### src/rtl/pc_fetch_unit.sv
// Program counter and instruction-fetch stage: sequences PC, handshakes with imem, feeds IF/ID.
// Optional feature: define MISALIGN_TRAP_EN to trap misaligned redirect targets to TRAP_VEC.
module pc_fetch_unit #(
    parameter logic [31:0] RESET_PC     = 32'h0000_0000,
    parameter int unsigned FLUSH_CYCLES = 2,
    parameter logic [31:0] TRAP_VEC     = 32'h0000_0100
) (
    input  logic        clk,
    input  logic        rst,
    input  logic        stall,
    input  logic        take_branch,
    input  logic [31:0] branch_target,
    input  logic        jump,
    input  logic [31:0] jump_target,
    output logic        imem_req,
    output logic [31:0] imem_addr,
    input  logic        imem_ready,
    input  logic [31:0] imem_rdata,
    output logic        if_valid,
    output logic [31:0] if_instr,
    output logic [31:0] if_pc,
    output logic        flush,
    output logic        misalign_trap
);

    typedef enum logic [1:0] {
        ST_BOOT  = 2'd0,
        ST_FETCH = 2'd1,
        ST_FLUSH = 2'd2
    } state_e;

    localparam logic [31:0] NOP_INSTR = 32'h0000_0013;
    localparam logic [2:0]  FLUSH_INIT = (FLUSH_CYCLES == 0) ? 3'd0 : 3'(FLUSH_CYCLES - 1);

    state_e      state_q, state_d;
    logic [31:0] pc_q, pc_d;
    logic        if_valid_q, if_valid_d;
    logic [31:0] if_instr_q, if_instr_d;
    logic [31:0] if_pc_q, if_pc_d;
    logic        flush_q, flush_d;
    logic        trap_q, trap_d;
    logic [2:0]  flush_cnt_q, flush_cnt_d;

    logic        redirect;
    logic [31:0] raw_target;
    logic        misaligned;
    logic [31:0] redirect_pc;

    assign redirect   = take_branch | jump;
    assign raw_target = jump ? jump_target : branch_target;

`ifdef MISALIGN_TRAP_EN
    assign misaligned = (raw_target[1:0] != 2'b00);
`else
    assign misaligned = 1'b0;
`endif

    // Without the trap feature the low target bits are simply dropped.
    assign redirect_pc = misaligned ? TRAP_VEC : (raw_target & ~32'h3);

    always_comb begin
        // NOTE: every *_d defaults to its *_q (or pulse-clear) first so no path infers a latch.
        state_d     = state_q;
        pc_d        = pc_q;
        if_valid_d  = if_valid_q;
        if_instr_d  = if_instr_q;
        if_pc_d     = if_pc_q;
        flush_cnt_d = flush_cnt_q;
        flush_d     = 1'b0;
        trap_d      = 1'b0;

        if (redirect) begin
            pc_d       = redirect_pc;
            if_valid_d = 1'b0;
            flush_d    = 1'b1;
            trap_d     = misaligned;
            if (FLUSH_CYCLES != 0) begin
                state_d     = ST_FLUSH;
                flush_cnt_d = FLUSH_INIT;
            end else begin
                state_d = ST_FETCH;
            end
        end else begin
            unique case (state_q)
                ST_BOOT: state_d = ST_FETCH;
                ST_FETCH: begin
                    if (!stall) begin
                        if (imem_ready) begin
                            if_instr_d = imem_rdata;
                            if_pc_d    = pc_q;
                            if_valid_d = 1'b1;
                            pc_d       = pc_q + 32'd4;
                        end else begin
                            if_valid_d = 1'b0;
                        end
                    end
                end
                ST_FLUSH: begin
                    if_valid_d = 1'b0;
                    if (flush_cnt_q == 3'd0) begin
                        state_d = ST_FETCH;
                    end else begin
                        flush_cnt_d = flush_cnt_q - 3'd1;
                    end
                end
                default: state_d = ST_BOOT;
            endcase
        end
    end

    // NOTE: sequential state uses non-blocking assignments so all flops update together.
    always_ff @(posedge clk or posedge rst) begin
        if (rst) begin
            state_q     <= ST_BOOT;
            pc_q        <= RESET_PC;
            if_valid_q  <= 1'b0;
            if_instr_q  <= NOP_INSTR;
            if_pc_q     <= 32'h0;
            flush_q     <= 1'b0;
            trap_q      <= 1'b0;
            flush_cnt_q <= 3'd0;
        end else begin
            state_q     <= state_d;
            pc_q        <= pc_d;
            if_valid_q  <= if_valid_d;
            if_instr_q  <= if_instr_d;
            if_pc_q     <= if_pc_d;
            flush_q     <= flush_d;
            trap_q      <= trap_d;
            flush_cnt_q <= flush_cnt_d;
        end
    end

    assign imem_req      = (state_q == ST_FETCH);
    assign imem_addr     = pc_q;
    assign if_valid      = if_valid_q;
    assign if_instr      = if_instr_q;
    assign if_pc         = if_pc_q;
    assign flush         = flush_q;
    assign misalign_trap = trap_q;

endmodule
### config.mk
export PLATFORM = sky130hd
export DESIGN_NAME = pc_fetch_unit
export DESIGN_NICKNAME = d
export VERILOG_FILES = /design/src/rtl/pc_fetch_unit.sv
export SDC_FILE = /design/constraint.sdc
export NUM_CORES = 1
export LEC_CHECK = 0
export ABC_CLOCK_PERIOD_IN_PS = 3500
export BUFFER_PORTS_ARGS = -buffer_cell sky130_fd_sc_hd__buf_2
export CAP_MARGIN = 5
export CORE_MARGIN = 4
export CORE_UTILIZATION = 44
export DETAILED_ROUTE_END_ITERATION = 10
export GPL_ROUTABILITY_DRIVEN = 0
export PLACE_DENSITY = 0.77
export SLEW_MARGIN = 20
export SYNTH_ARGS = -nofsm -noshare
export SYNTH_HDL_FRONTEND = slang
export SYNTH_SLANG_ARGS = --single-unit
export TNS_END_PERCENT = 1
### constraint.sdc
create_clock -name clk -period 3.5 [get_ports clk]
set_input_delay 0.7 -clock clk [delete_from_list [all_inputs] [get_ports clk]]
set_output_delay 0.7 -clock clk [all_outputs]
set_load 0.1 [all_outputs]
==> key figures, run 1 <==
Cells and area
  • # diodes: 0
  • Layout cell share with drive strength beyond 1: 46.5%
  • Fill count: 910
  • Area Growth Syn to Fin: 27.0%
  • Post-layout util: 58.3%
  • Fin nets: 722

Floorplan
  • Die H: 113 µm
  • Core area: 10500 µm²
  • Io pins: 202
  • Starting Density: 45.9%
  • Row cnt: 37
  • Full die area: 12700 µm²
  • Die Width: 113 µm

Flow run
  • Max-cap viol count: 0

Setup path
  • Setup crit start kind: flop
  • Crit path kind: flop to flop
  • Buf/Inv on CP: 1
  • Reg2reg start: state_q[0]$_DFFE_PP0P_
  • Critical Path End Type: flop
  • Slowest-stage cell, CP: buf_4
  • CP startpoint: state_q[0]$_DFFE_PP0P_
  • Critical Path RT: 3.75 ns
  • CP Max Fanout: 36
  • Critical Path AT: 2.56 ns
  • Delay of the slowest critical-path stage: 0.51 ns
  • Cells along the critical path: and4bb_1 > nand2_4 > buf_4 > mux2_2
  • Delay-heaviest family, CP: simple AND/OR/NAND/NOR gates

Timing
  • Fin crit share: 66.0%
  • Fmax: 0.433 GHz
  • Worst slew pin tran: 0.622 ns
  • Slew headroom: 58.4%
  • Setup TNS: 0 ns
  • Unrepaired setup endpoints after global routing: no
  • Worst Setup Slack, final: 1.19 ns
  • Final Slew Violations: 0
  • Fin. Hold Viols: 0
  • Min Tclk post-route: 2.31 ns
  • Clock Skew: 0.0158 ns
  • Setup violations, final: 0

Logic synthesis
  • Async set-or-reset flop fraction in the synthesized netlist: 100%
  • Post-Syn Instances: 432
  • Area share of the largest cell type after synthesis: 49.8%
  • Yosys warns: 0
  • FF+latch count, synth: 99
  • Area contributors post-synth: dfrtp_1, mux2_2, nand2_1, xnor2_1, a21oi_1
  • Top FF cell, synth: dfrtp_1
  • Netlist cell types: 52
  • Mapped Area: 4830 µm²
  • Synth area leader: dfrtp_1
  • Register area share after synthesis: 51.4%
  • Post-synth EDFFs: 0
  • Avg Synthesized Cell Area: 11.2 µm²

CTS
  • Worst-path clk slew: 0.10 ns
  • Clk buf depth: 2
  • Clk Latency, worst-skew pair: 0.36 ns
  • Setup bufs post-CTS: 0
  • Root Driver: clkbuf_8
  • Hold buffers post-CTS: 0
  • Clock sink count: 99
  • Post-CTS sizing: 0
  • CTS H-tree depth: 3
  • TritonCTS Buffers: 9
  • TritonCTS clock tree: yes

Power
  • Max VDD drop: 0.000224 V
  • Leak: 3.14 nW
  • PD cells: 450 nW/µm²
  • Pwr Total: 0.00276 W

Global route
  • Largest net degree at the start of global routing: 100
  • First-pass GRT wire length: 21200 µm
  • Met2 Track Usage GR: 34.9%
  • All-Layer GR Usage: 20.6%
  • GR Layer Usage met1: 26.1%
  • Met3 usage: 3.80%
  • GR peak layer: met2
  • Vias in the first global route: 4319
  • Global route total overflow: 0
  • Initial antenna violation count: 0

Placed design
  • Hpwl dp: 9570 µm
  • Number of port buffers: 192
  • Pre-CTS setup slack: 0.837 ns

Drt
  • DRC: 0
  • Antenna-violating nets left: 0
  • WL/cell: 17.0 µm
  • Drt total wl: 12900 µm
  • Detailed Routing Iterations Pass 1: 4
  • Initial DRC count: 176
  • Via-to-Cell Ratio: 5.37
  • Via count: 4073

Worst hold path
  • Tightest Hold Check Type: input pin to asynchronous set/reset pin

Status
  • Status: finished clean
[cells in the mapped netlist (4+ instances only)]
cell type,count
clkbuf_1,11
mux2_2,58
nor2b_1,14
inv_1,11
o21ai_0,18
nand4_1,6
nand3_1,15
buf_4,6
and4_1,4
nor2_1,19
buf_2,9
o211ai_1,4
a21oi_1,21
nand2b_1,4
nand2_1,38
nor3_1,7
xor2_1,7
dfrtp_1,96
xnor2_1,16
a211oi_1,13
o221ai_1,4
[tightest hold or removal path, delay by kind of cell]
family	cells	cell delay [ns]
buf+inv	3	0.56
[logic make-up (layout without fill, tap and decap cells)]
kind of cell / count (synthesis) / after routing / share of synthesized area, %
AOI/OAI and AO/OA: 73 / 73 / 9.70
xor gates and xnor gates: 23 / 23 / 4.17
adders and majority gates: 3 / 3 / 0.778
buffers and inverters: 40 / 226 / 3.81
DFF: 99 / 99 / 51.4
muxes: 60 / 60 / 13.9
other: 1 / 5 / 0.0777
and+or+nand+nor: 133 / 133 / 16.1
[cells in the final DEF, fill, tap and decap left out, types with 3 or more instances in the layout]
cell / netlist / layout
xnor2_1: 16 / 16
nand2b_1: 4 / 4
o221ai_1: 4 / 4
a211oi_1: 13 / 13
nand3_1: 15 / 15
buf_4: 6 / 5
nor2b_1: 14 / 14
dfstp_2: 3 / 3
ha_1: 3 / 3
and4_1: 4 / 4
a21oi_1: 21 / 21
and3_1: 3 / 3
conb_1: 1 / 5
or4_1: 3 / 3
o21ai_0: 18 / 18
nand2_1: 38 / 38
nor4_1: 3 / 3
inv_1: 11 / 10
clkbuf_8: 0 / 9
xor2_1: 7 / 7
o211ai_1: 4 / 4
buf_2: 9 / 192
nor2_1: 19 / 18
and2_1: 3 / 3
nor3_1: 7 / 7
nand4_1: 6 / 6
dfrtp_1: 96 / 96
mux2_2: 58 / 58
[through the flow]
| step | hold slack (ns) | instance area, µm² | instances |
|---|---|---|---|
| floorplan | 0.481 | 4840 | 436 |
| global placement | 0.466 | 5910 | 742 |
| detailed placement | 0.479 | 5910 | 742 |
| CTS | 0.473 | 6130 | 758 |
| global route | 0.500 | 6130 | 758 |
| finish | 0.447 | 6130 | 758 |
[cell type report]
type | count | area (µm²) | share of cell area [%]
Multi-Input combinational cell | 297 | 2190 | 35.7
Clock buffer | 9 | 124 | 2.02
Sequential cell | 99 | 2480 | 40.5
Tap cell | 136 | 170 | 2.78
Clock inverter | 7 | 101 | 1.65
Timing Repair Buffer | 198 | 1020 | 16.6
Inverter | 12 | 47.5 | 0.776
[state kept, by name, indices dropped and copies added (netlist names)]
signal / cells
state_q: 2
if_instr: 32
imem_addr: 30
flush_cnt_q: 3
flush: 1
if_valid: 1
if_pc: 30
[power by group]
| part | switching [W] | leakage [nW] | internal [W] |
|---|---|---|---|
| clock | 0.000416 | 0.106 | 0.000408 |
| combinational | 0.000519 | 1.75 | 0.000150 |
| sequential | 0.0000731 | 1.28 | 0.00119 |
[path summary, 6_finish.rpt]
check	end	slack (ns)	cells past startpoint
max in group asynchronous	imem_addr[28]$_DFFE_PP0P_	2.64	3
min in group clk	if_pc[8]$_DFFE_PP0P_	0.51	2
hold / removal	imem_addr[26]$_DFFE_PP0P_	0.45	3
setup reg to reg	if_instr[25]$_DFFE_PP0P_	1.19	4
hold reg to reg	if_pc[8]$_DFFE_PP0P_	0.51	2
setup / recovery	if_instr[25]$_DFFE_PP0P_	1.19	4
[layer usage]
metal	vias to the layer above	wire, µm
met4	0	272
met2	193	6360
met1	1953	5170
li1	1906	-
met3	21	1080
met5	-	0
Power figures use the tool's default switching activity.
==> run 2, diff against run 1 <==
--- a/config.mk
+++ b/config.mk
@@ -5,14 +5,15 @@
 export SDC_FILE = /design/constraint.sdc
 export NUM_CORES = 1
 export LEC_CHECK = 0
-export ABC_CLOCK_PERIOD_IN_PS = 3500
+export ABC_AREA = 1
+export ABC_CLOCK_PERIOD_IN_PS = 2200
 export BUFFER_PORTS_ARGS = -buffer_cell sky130_fd_sc_hd__buf_2
 export CAP_MARGIN = 5
 export CORE_MARGIN = 4
-export CORE_UTILIZATION = 44
+export CORE_UTILIZATION = 49
 export DETAILED_ROUTE_END_ITERATION = 10
 export GPL_ROUTABILITY_DRIVEN = 0
-export PLACE_DENSITY = 0.77
+export PLACE_DENSITY = 0.8
 export SLEW_MARGIN = 20
 export SYNTH_ARGS = -nofsm -noshare
 export SYNTH_HDL_FRONTEND = slang
==> constraint.sdc (replaced) <==
create_clock -name clk -period 2.2 [get_ports clk]
set_input_delay 0.44 -clock clk [delete_from_list [all_inputs] [get_ports clk]]
set_output_delay 0.44 -clock clk [all_outputs]
set_load 0.1 [all_outputs]
==> key figures, run 2 <==
Drt
  • Initial DRC count: 317
  • DRC: 0
  • Via count: 5037
  • Drt total wl: 14400 µm
  • WL/cell: 14.1 µm
  • Antenna-violating nets left: 0
  • Via-to-Cell Ratio: 4.92
  • Detailed Routing Iterations Pass 1: 5

CTS
  • CTS H-tree depth: 3
  • Clock sink count: 99
  • Hold buffers post-CTS: 0
  • Root Driver: clkbuf_8
  • Worst-path clk slew: 0.11 ns
  • Clk buf depth: 2
  • Post-CTS sizing: 0
  • TritonCTS Buffers: 9
  • Clk Latency, worst-skew pair: 0.36 ns
  • TritonCTS clock tree: yes
  • Setup bufs post-CTS: 0

Cells and area
  • Leading cell type in the layout, fill and taps excluded: nand2_1
  • Post-layout util: 62.4%
  • Number of flip-flops in the largest register: 32
  • Layout cell share with drive strength beyond 1: 27.3%
  • # diodes: 0
  • Most frequent cells in the layout: nand2_1, buf_2, dfrtp_1, nor2_1, nand3_1
  • Fill count: 1000
  • Area Growth Syn to Fin: 24.6%
  • Fin nets: 988

Logic synthesis
  • Post-synth top cells: nand2_1, dfrtp_1, nor2_1, nand3_1, inv_1
  • Area share of the largest cell type after synthesis: 46.9%
  • Post-synth EDFFs: 0
  • Async set-or-reset flop fraction in the synthesized netlist: 100%
  • Mapped Area: 5120 µm²
  • Netlist cell types: 32
  • Top FF cell, synth: dfrtp_1
  • Area contributors post-synth: dfrtp_1, nand2_1, nor2_1, nand3_1, a21oi_1
  • Synth area leader: dfrtp_1
  • Register area share after synthesis: 48.5%
  • Count leader, synth: nand2_1
  • Yosys warns: 0
  • Avg Synthesized Cell Area: 7.32 µm²
  • Post-Syn Instances: 699
  • FF+latch count, synth: 99

Timing
  • Min Tclk post-route: 1.85 ns
  • Clock Skew: 0.0147 ns
  • Setup violations, final: 0
  • Final Slew Violations: 0
  • Fmax: 0.540 GHz
  • Worst slew pin tran: 0.559 ns
  • Setup TNS: 0 ns
  • Unrepaired setup endpoints after global routing: no
  • Slew headroom: 62.7%
  • Fin crit share: 84.1%
  • Fin. Hold Viols: 0

Setup path
  • Critical Path End Type: output port
  • Critical Path RT: 1.76 ns
  • Critical Path AT: 1.41 ns
  • Delay-heaviest family, CP: flip-flops
  • Worst r2r path cells: 9
  • Setup crit start kind: flop
  • Buf/Inv on CP: 1
  • Slowest-stage cell, CP: dfrtp_1
  • Cells along the critical path: nor2_4 > buf_2
  • Delay of the slowest critical-path stage: 0.45 ns
  • WP depth: 2
  • CP Max Fanout: 4
  • Crit path kind: flop to output port

Worst hold path
  • Tightest Hold Check Type: input pin to asynchronous set/reset pin

Global route
  • All-Layer GR Usage: 23.7%
  • Vias in the first global route: 4429
  • Initial antenna violation count: 0
  • First-pass GRT wire length: 22300 µm
  • Largest net degree at the start of global routing: 100
  • Global route total overflow: 0

Floorplan
  • Io pins: 202
  • Die H: 110 µm
  • Full die area: 12100 µm²
  • Die Width: 110 µm
  • Core area: 10200 µm²
  • Row cnt: 37
  • Starting Density: 50.0%

Power
  • Leak: 3.53 nW
  • PD cells: 762 nW/µm²
  • Max VDD drop: 0.000388 V

Placed design
  • Hpwl dp: 10700 µm
  • Number of port buffers: 192

Flow run
  • Max-cap viol count: 0

Status
  • Status: finished clean
[run 2: logic make-up after synthesis]
group	synth area share [%]
simple gates	34.0
flops	48.5
fa+ha+maj	0.733
other cells	0.0732
buf+inv	6.92
compound gates	9.85
[run 2: worst reg2reg max path: cells and delay by family (launching register included)]
| family | cells | cell delay, ns |
|---|---|---|
| AO/OA/AOI/OAI | 1 | 0.13 |
| adder cells (fa/ha/maj) | 1 | 0.20 |
| flip-flops | 1 | 0.46 |
| AND/OR/NAND/NOR | 7 | 0.93 |
[run 2: final cells by class]
type,instances,area (µm²),share of cell area (%)
flip-flops and latches,99,2480,38.9
multi-input cells,528,2300,36.0
repair buffers,204,1080,16.9
well taps,136,170,2.67
inverters,41,160,2.51
clock buffers,10,138,2.16
clock inverters,6,56.3,0.882
[run 2: per-layer routing]
layer	share of wire, %	global-route usage (%)	up-vias
li1	-	-	2569
met2	47	38.8	154
met5	0	0	-
met1	44	32.9	2302
met3	8.0	4.48	12
met4	0.94	5.01	0
[run 2: final timing paths]
| check | from | endpoint | slack [ns] |
|---|---|---|---|
| min in group clk | imem_rdata[4] | if_instr[4]$_DFFE_PP1P_ | 0.27 |
| hold reg to reg | if_instr[4]$_DFFE_PP1P_ | if_instr[4]$_DFFE_PP1P_ | 0.47 |
| setup / recovery | state_q[1]$_DFFE_PP0P_ | imem_req | 0.35 |
| hold / removal | rst | if_instr[31]$_DFFE_PP0P_ | 0.21 |
| setup reg to reg | imem_addr[2]$_DFFE_PP0P_ | imem_addr[24]$_DFFE_PP0P_ | 0.40 |
| max in group asynchronous | rst | imem_addr[8]$_DFFE_PP0P_ | 1.58 |
[run 2: power breakdown]
part	internal, W	switching, W	leakage (nW)
sequential	0.00195	0.000133	1.28
clock	0.000467	0.000692	0.0969
combinational	0.000294	0.00133	2.15
total	0.00271	0.00216	3.53
[run 2: per-stage QoR]
stage               power (W)  hold slack (ns)  std cells  instance area [µm²]  setup WS [ns]
floorplan             0.00339            0.493        703                 5140        -0.0132
global placement      0.00373            0.448       1008                 6190          0.374
detailed placement    0.00374            0.453       1008                 6190          0.368
CTS                   0.00489            0.243       1024                 6380          0.340
global route          0.00509            0.251       1024                 6380          0.222
finish                0.00486            0.206       1024                 6380          0.349
